## config.mk

```make
export PLATFORM = sky130hd
export DESIGN_NAME = id_fwd_stage_flat
export DESIGN_NICKNAME = d
export VERILOG_FILES = /design/src/rtl/id_fwd_stage_if.sv /design/src/rtl/id_fwd_stage.sv /design/src/flat_wrapper.sv
export SDC_FILE = /design/constraint.sdc
export NUM_CORES = 1
export LEC_CHECK = 0
export CAP_MARGIN = 30
export CORE_MARGIN = 2
export CORE_UTILIZATION = 40
export DETAILED_ROUTE_END_ITERATION = 16
export PLACE_DENSITY_LB_ADDON = 0.05
export SYNTH_ARGS = -nofsm -noshare
export SYNTH_HDL_FRONTEND = slang
export SYNTH_SLANG_ARGS = --single-unit
```

## constraint.sdc

```tcl
create_clock -name clk -period 2.3 [get_ports clk]
set_input_delay 0.46 -clock clk [delete_from_list [all_inputs] [get_ports clk]]
set_output_delay 0.46 -clock clk [all_outputs]
set_load 0.02 [all_outputs]
```

## src/rtl/id_fwd_stage_if.sv

```systemverilog
`default_nettype none
// ============================================================================
// Module      : id_fwd_stage_if
// Description : Handshake and forwarding bus for the operand-resolution stage.
// Revision    : 1.0 - initial release
// ============================================================================
interface id_fwd_stage_if #(
    parameter int DATA_W    = 16,
    parameter int RADDR_W   = 4,
    parameter int FWD_DEPTH = 3
);
    logic                          flush;
    logic                          in_valid;
    logic                          in_ready;
    logic [RADDR_W-1:0]            in_r1_addr;
    logic [RADDR_W-1:0]            in_r2_addr;
    logic [DATA_W-1:0]             in_r1_rf;
    logic [DATA_W-1:0]             in_r2_rf;
    logic [FWD_DEPTH-1:0]          fwd_we;
    logic [FWD_DEPTH-1:0]          fwd_ld;
    logic [FWD_DEPTH*RADDR_W-1:0]  fwd_reg;
    logic [FWD_DEPTH*DATA_W-1:0]   fwd_data;
    logic                          out_valid;
    logic                          out_ready;
    logic [DATA_W-1:0]             out_op1;
    logic [DATA_W-1:0]             out_op2;
    logic                          out_stall;
    logic [15:0]                   stall_cnt;

    modport master (
        output flush, in_valid, in_r1_addr, in_r2_addr, in_r1_rf, in_r2_rf,
        output fwd_we, fwd_ld, fwd_reg, fwd_data, out_ready,
        input  in_ready, out_valid, out_op1, out_op2, out_stall, stall_cnt
    );

    modport slave (
        input  flush, in_valid, in_r1_addr, in_r2_addr, in_r1_rf, in_r2_rf,
        input  fwd_we, fwd_ld, fwd_reg, fwd_data, out_ready,
        output in_ready, out_valid, out_op1, out_op2, out_stall, stall_cnt
    );
endinterface
`default_nettype wire

```

## src/rtl/id_fwd_stage.sv

```systemverilog
`default_nettype none
// ============================================================================
// Module      : id_fwd_stage
// Description : Operand forwarding with load-use stall and registered output
//               slot. Define ID_FWD_STALL_CNT_EN to build the stall counter.
// Revision    : 1.0 - initial release
// ============================================================================
module id_fwd_stage #(
    parameter int DATA_W    = 16,
    parameter int RADDR_W   = 4,
    parameter int FWD_DEPTH = 3,
    parameter int LOAD_LAT  = 1
) (
    input  wire logic        clk,
    input  wire logic        rst,
    id_fwd_stage_if.slave    bus
);

    localparam logic [RADDR_W-1:0] c_INVALID = {RADDR_W{1'b1}};

    typedef enum logic [0:0] {
        ST_RUN   = 1'b0,
        ST_STALL = 1'b1
    } state_t;

    state_t             r_state;
    logic               r_out_valid;
    logic [DATA_W-1:0]  r_out_op1;
    logic [DATA_W-1:0]  r_out_op2;

    logic [DATA_W:0]    w_res1;
    logic [DATA_W:0]    w_res2;
    logic               w_hazard;
    logic               w_in_ready;
    logic               w_capture;

    // Returns {hazard, data}; scanning oldest to youngest lets the youngest match win.
    function automatic logic [DATA_W:0] resolve(
        input logic [RADDR_W-1:0]           addr,
        input logic [DATA_W-1:0]            rf,
        input logic [FWD_DEPTH-1:0]         we,
        input logic [FWD_DEPTH-1:0]         ld,
        input logic [FWD_DEPTH*RADDR_W-1:0] regs,
        input logic [FWD_DEPTH*DATA_W-1:0]  data
    );
        logic [DATA_W:0] res;
        res = {1'b0, rf};
        if (addr != c_INVALID) begin
            for (int k = FWD_DEPTH - 1; k >= 0; k--) begin
                if (we[k] && (regs[k*RADDR_W +: RADDR_W] == addr)) begin
                    res = {(ld[k] && (k < LOAD_LAT)), data[k*DATA_W +: DATA_W]};
                end
            end
        end
        return res;
    endfunction

    always_comb begin
        w_res1     = resolve(bus.in_r1_addr, bus.in_r1_rf, bus.fwd_we, bus.fwd_ld,
                             bus.fwd_reg, bus.fwd_data);
        w_res2     = resolve(bus.in_r2_addr, bus.in_r2_rf, bus.fwd_we, bus.fwd_ld,
                             bus.fwd_reg, bus.fwd_data);
        w_hazard   = bus.in_valid && (w_res1[DATA_W] || w_res2[DATA_W]);
        w_in_ready = !rst && !w_hazard && (!r_out_valid || bus.out_ready) && !bus.flush;
        w_capture  = bus.in_valid && w_in_ready;
    end

    always_ff @(posedge clk) begin
        if (rst) begin
            r_state     <= ST_RUN;
            r_out_valid <= 1'b0;
            r_out_op1   <= '0;
            r_out_op2   <= '0;
        end else if (bus.flush) begin
            r_state     <= ST_RUN;
            r_out_valid <= 1'b0;
        end else begin
            case (r_state)
                ST_RUN:   if (w_hazard) r_state <= ST_STALL;
                ST_STALL: if (!w_hazard) r_state <= ST_RUN;
                default:  r_state <= ST_RUN;
            endcase
            // A capture never occurs while stalled since hazard forces in_ready low.
            if (w_capture) begin
                r_out_valid <= 1'b1;
                r_out_op1   <= w_res1[DATA_W-1:0];
                r_out_op2   <= w_res2[DATA_W-1:0];
            end else if (r_out_valid && bus.out_ready) begin
                r_out_valid <= 1'b0;
            end
        end
    end

`ifdef ID_FWD_STALL_CNT_EN
    logic [15:0] r_stall_cnt;

    always_ff @(posedge clk) begin
        if (rst) begin
            r_stall_cnt <= '0;
        end else if (w_hazard && (r_stall_cnt != 16'hFFFF)) begin
            r_stall_cnt <= r_stall_cnt + 16'd1;
        end
    end

    assign bus.stall_cnt = r_stall_cnt;
`else
    assign bus.stall_cnt = 16'h0000;
`endif

    assign bus.in_ready  = w_in_ready;
    assign bus.out_stall = w_hazard;
    assign bus.out_valid = r_out_valid;
    assign bus.out_op1   = r_out_op1;
    assign bus.out_op2   = r_out_op2;

endmodule
`default_nettype wire

```

## src/flat_wrapper.sv

```systemverilog
// flat-port wrapper written by rule: the top's interface ports become plain ports
module id_fwd_stage_flat 
#(
    parameter int DATA_W    = 16,
    parameter int RADDR_W   = 4,
    parameter int FWD_DEPTH = 3,
    parameter int LOAD_LAT  = 1
)
  (clk, rst, bus_flush, bus_in_valid, bus_in_r1_addr, bus_in_r2_addr, bus_in_r1_rf, bus_in_r2_rf, bus_fwd_we, bus_fwd_ld, bus_fwd_reg, bus_fwd_data, bus_out_ready, bus_in_ready, bus_out_valid, bus_out_op1, bus_out_op2, bus_out_stall, bus_stall_cnt);
  id_fwd_stage_if #(.DATA_W(DATA_W), .RADDR_W(RADDR_W), .FWD_DEPTH(FWD_DEPTH)) bus_i ();
  input  wire logic clk;
  input  wire logic rst;
  input wire logic [$bits(bus_i.flush)-1:0] bus_flush;
  input wire logic [$bits(bus_i.in_valid)-1:0] bus_in_valid;
  input wire logic [$bits(bus_i.in_r1_addr)-1:0] bus_in_r1_addr;
  input wire logic [$bits(bus_i.in_r2_addr)-1:0] bus_in_r2_addr;
  input wire logic [$bits(bus_i.in_r1_rf)-1:0] bus_in_r1_rf;
  input wire logic [$bits(bus_i.in_r2_rf)-1:0] bus_in_r2_rf;
  input wire logic [$bits(bus_i.fwd_we)-1:0] bus_fwd_we;
  input wire logic [$bits(bus_i.fwd_ld)-1:0] bus_fwd_ld;
  input wire logic [$bits(bus_i.fwd_reg)-1:0] bus_fwd_reg;
  input wire logic [$bits(bus_i.fwd_data)-1:0] bus_fwd_data;
  input wire logic [$bits(bus_i.out_ready)-1:0] bus_out_ready;
  output wire logic [$bits(bus_i.in_ready)-1:0] bus_in_ready;
  output wire logic [$bits(bus_i.out_valid)-1:0] bus_out_valid;
  output wire logic [$bits(bus_i.out_op1)-1:0] bus_out_op1;
  output wire logic [$bits(bus_i.out_op2)-1:0] bus_out_op2;
  output wire logic [$bits(bus_i.out_stall)-1:0] bus_out_stall;
  output wire logic [$bits(bus_i.stall_cnt)-1:0] bus_stall_cnt;
  assign bus_i.flush = bus_flush;
  assign bus_i.in_valid = bus_in_valid;
  assign bus_i.in_r1_addr = bus_in_r1_addr;
  assign bus_i.in_r2_addr = bus_in_r2_addr;
  assign bus_i.in_r1_rf = bus_in_r1_rf;
  assign bus_i.in_r2_rf = bus_in_r2_rf;
  assign bus_i.fwd_we = bus_fwd_we;
  assign bus_i.fwd_ld = bus_fwd_ld;
  assign bus_i.fwd_reg = bus_fwd_reg;
  assign bus_i.fwd_data = bus_fwd_data;
  assign bus_i.out_ready = bus_out_ready;
  assign bus_in_ready = bus_i.in_ready;
  assign bus_out_valid = bus_i.out_valid;
  assign bus_out_op1 = bus_i.out_op1;
  assign bus_out_op2 = bus_i.out_op2;
  assign bus_out_stall = bus_i.out_stall;
  assign bus_stall_cnt = bus_i.stall_cnt;
  id_fwd_stage #(.DATA_W(DATA_W), .RADDR_W(RADDR_W), .FWD_DEPTH(FWD_DEPTH), .LOAD_LAT(LOAD_LAT)) u_core (.clk(clk), .rst(rst), .bus(bus_i));
endmodule
```

==> impl_metrics.py <==
metrics = {
    "run_status": {
        "run_status": "complete, no violations",
    },
    "worst_hold_path": {
        "min_path_cells": 2,
        "hold_end": "u_core.bus.out_op2[0]$_SDFFE_PP0P_",
        "worstHoldStart": "u_core.bus.out_op2[0]$_SDFFE_PP0P_",
        "min_path_type": "flop to flop",
    },
    "sta": {
        "slew_violations": 0,
        "skew_ns": 0.00940,
        "setup_viol": 0,
        "max_freq_mhz": 453,
        "finalCritPeriodShare_pct": 95.9,
        "holdWs_ns": 0.578,
        "fin_crit_ns": 2.21,
        "hold_viol_final": 0,
        "rsz0062_at_grt": "no",
    },
    "critical_path": {
        "rrSetupSlack_ns": 0.66,
        "cp_top_family": "simple AND/OR/NAND/NOR gates",
        "crit_path_max_fanout": 2,
        "crit_chain": "dlygate4sd2_1 -> xor2_1 -> nor4_2 -> and2_4 -> a22oi_2 -> nor2_2 -> nor2_1 -> buf_4",
        "start_kind": "input port",
        "reg2reg_to": "u_core.bus.out_op1[3]$_SDFFE_PP0P_",
        "crit_type": "input port to output port",
        "cpPeakStageDelay_ns": 0.27,
        "critPathCaptureType": "output port",
        "slowest_stage": "nor4_2",
        "r2r-start": "u_core.bus.out_valid$_SDFFE_PP0P_",
        "reg2reg_depth": 7,
        "cp_data_arrival_time_ns": 1.75,
        "crit_required_ns": 1.84,
        "crit_buf_inv": 2,
    },
    "placed_design": {
        "port_buffers": 143,
        "dpl_cell_area_um2": 4680,
        "dp_hpwl_um": 7500,
        "place.gp.congestion": 0.819,
    },
    "detailed_routing": {
        "wl_met3_um": 682,
        "drt-total-wl_um": 10300,
        "wl_met1_um": 4220,
        "dr_wl_met2_um": 5230,
        "via_count": 3249,
        "drt_iter0_drc": 165,
        "vias_per_cell": 5.51,
        "post_drt_wl_per_cell_um": 17.4,
        "drtPass1Iterations": 4,
        "ant_nets": 0,
        "topRoutingLayerUsed": "met4",
        "drc": 0,
    },
    "global_routing": {
        "antenna_found_initial": 0,
        "grt_use_total_pct": 23.6,
        "grt_pass1_wl_um": 15800,
        "grt_start_max_net_pins": 33,
        "grt_overflow": 0,
        "grt_pass1_vias": 3161,
    },
    "yosys": {
        "synth_cell_types": 35,
        "postSynthCellCount": 329,
        "synth_edf_count": 0,
        "synthFlopType": "dfxtp_1",
        "ys.warnings.count": 0,
        "async_flop_share_pct": 0,
        "synth_top_area_share_pct": 22.0,
        "synth_top_area_cell": "dfxtp_1",
        "yosysMostFrequentCell": "nor2_1",
        "yosys-top-cells-count": "35 x nor2_1, 33 x dfxtp_1, 33 x nand2_1",
        "synthTopCellsByArea": "dfxtp_1 22%, mux2i_1 11%, a211o_1 9.3%, a31oi_4 7.1%, o221ai_1 6.4%",
        "synth_area_um2": 3010,
        "ys_seq_area_share_pct": 22.0,
        "ys_ff_latch": 33,
        "syn_area_per_cell_um2": 9.14,
    },
    "floorplanning": {
        "die_w_um": 90.7,
        "rows": 31,
        "core_um2": 7250,
        "die_h_um": 90.7,
        "ios": 162,
        "dieArea_um2": 8230,
        "initial_utilization_pct": 41.5,
    },
    "power": {
        "max-vdd-ir-drop_mv": 0.261,
        "p_leak_uw": 0.00205,
        "p_per_area_nw_per_um2": 396,
    },
    "flow_run": {
        "maxCapViolCount": 0,
    },
    "cts": {
        "clk_path_buf_depth": 2,
        "htree_levels": 2,
        "numCtsBuffers": 5,
        "cts_tree": "built",
        "worstSkewPairLatency_ns": 0.29,
        "clock-sinks": 33,
        "hold_buffers": 0,
        "cts_root_buf": "clkbuf_8",
        "cts.clk_slew.worst_paths_ns": 0.07,
    },
    "finish": {
        "n_antenna_cell": 0,
        "area_delta_synth_final_pct": 60.4,
        "final_cell_area_um2": 4820,
        "drive_gt1_share_pct": 19.1,
        "nets": 601,
        "utilization_pct": 66.5,
    },
}
==> timing repair <==
item	CTS	global route
gates cloned	0	0
resized for setup	24	7
hold endpoints to repair	0	0
endpoints found under the setup margin	14	2
buffers inserted	2	1
pin swaps	7	6
==> tightest hold or removal path, stage by stage (launching register included) <==
cell and delay [ns]:
dfxtp_1 0.32, o221ai_2 0.18, a31oi_2 0.04
==> power by group <==
group	switching, uW	internal, uW	leakage [uW]
registers	19.1	603	0.000270
logic	313	387	0.00172
clock network	235	354	0.0000585
total	567	1340	0.00205
==> flip-flops by register name (all words and copies together), names as in the netlist <==
| signal | flops |
|---|---|
| u_core.bus.out_op2 | 16 |
| u_core.bus.out_valid | 1 |
| u_core.bus.out_op1 | 16 |
==> cells in the final DEF (no fill, tap or decap), types with 10 or more instances in the layout <==
master / instances
clkdlybuf4s50_1: 129
buf_4: 37
nor2_1: 34
nand2_1: 33
dfxtp_1: 33
mux2i_1: 32
a211o_1: 32
o221ai_1: 22
xor2_1: 20
conb_1: 16
a31oi_1: 11
o221ai_2: 10
a31oi_2: 10
a31oi_4: 10
==> per-layer routing <==
metal	GRT usage [%]	up-vias
met5	0	-
met4	5.26	0
met3	4.84	9
met2	43.1	144
met1	28.1	1552
li1	-	1544
==> stage by stage <==
| stage | setup TNS (ns) | std cells | power (uW) | worst slack (ns) |
|---|---|---|---|---|
| floorplan | 0 | 344 | 984 | 0.00844 |
| global placement | -9.89 | 579 | 1330 | -0.589 |
| detailed placement | -10.64 | 579 | 1330 | -0.615 |
| CTS | 0 | 589 | 1920 | 0.0192 |
| global route | 0 | 590 | 1990 | 0.0249 |
| finish | 0 | 590 | 1910 | 0.0939 |
==> layout make-up <==
| cell class | count | area (um2) |
|---|---|---|
| clock buffers | 7 | 86.3 |
| clock inverters | 1 | 30.0 |
| fillers | 643 | 2430 |
| inverters | 2 | 7.51 |
| multi-input cells | 262 | 2090 |
| flip-flops and latches | 33 | 661 |
| well taps | 99 | 124 |
| repair buffers | 186 | 1820 |
==> worst max path at each step <==
stage | endpoint | start | cells past startpoint | slack [ns]
global placement | bus_out_stall | bus_in_r1_addr[2] | 7 | -0.59
global route | bus_in_ready | bus_in_r1_addr[3] | 8 | 0.02
finish | bus_in_ready | bus_in_r1_addr[3] | 8 | 0.09
CTS | bus_in_ready | bus_in_r1_addr[2] | 8 | 0.02
floorplan | bus_in_ready | bus_fwd_reg[2] | 8 | 0.008
detailed placement | bus_out_stall | bus_in_r1_addr[0] | 7 | -0.62
==> cells by family (layout without fill, tap and decap cells) <==
group,Yosys count,after routing,share of synthesized area (%)
AO/OA/AOI/OAI,100,100,35.5
XOR/XNOR,24,24,6.99
buffers and inverters,49,196,11.0
flip-flops,33,33,22.0
multiplexers,32,32,10.7
other,1,16,0.125
AND/OR/NAND/NOR,90,90,13.7
Power figures use the tool's default switching activity.
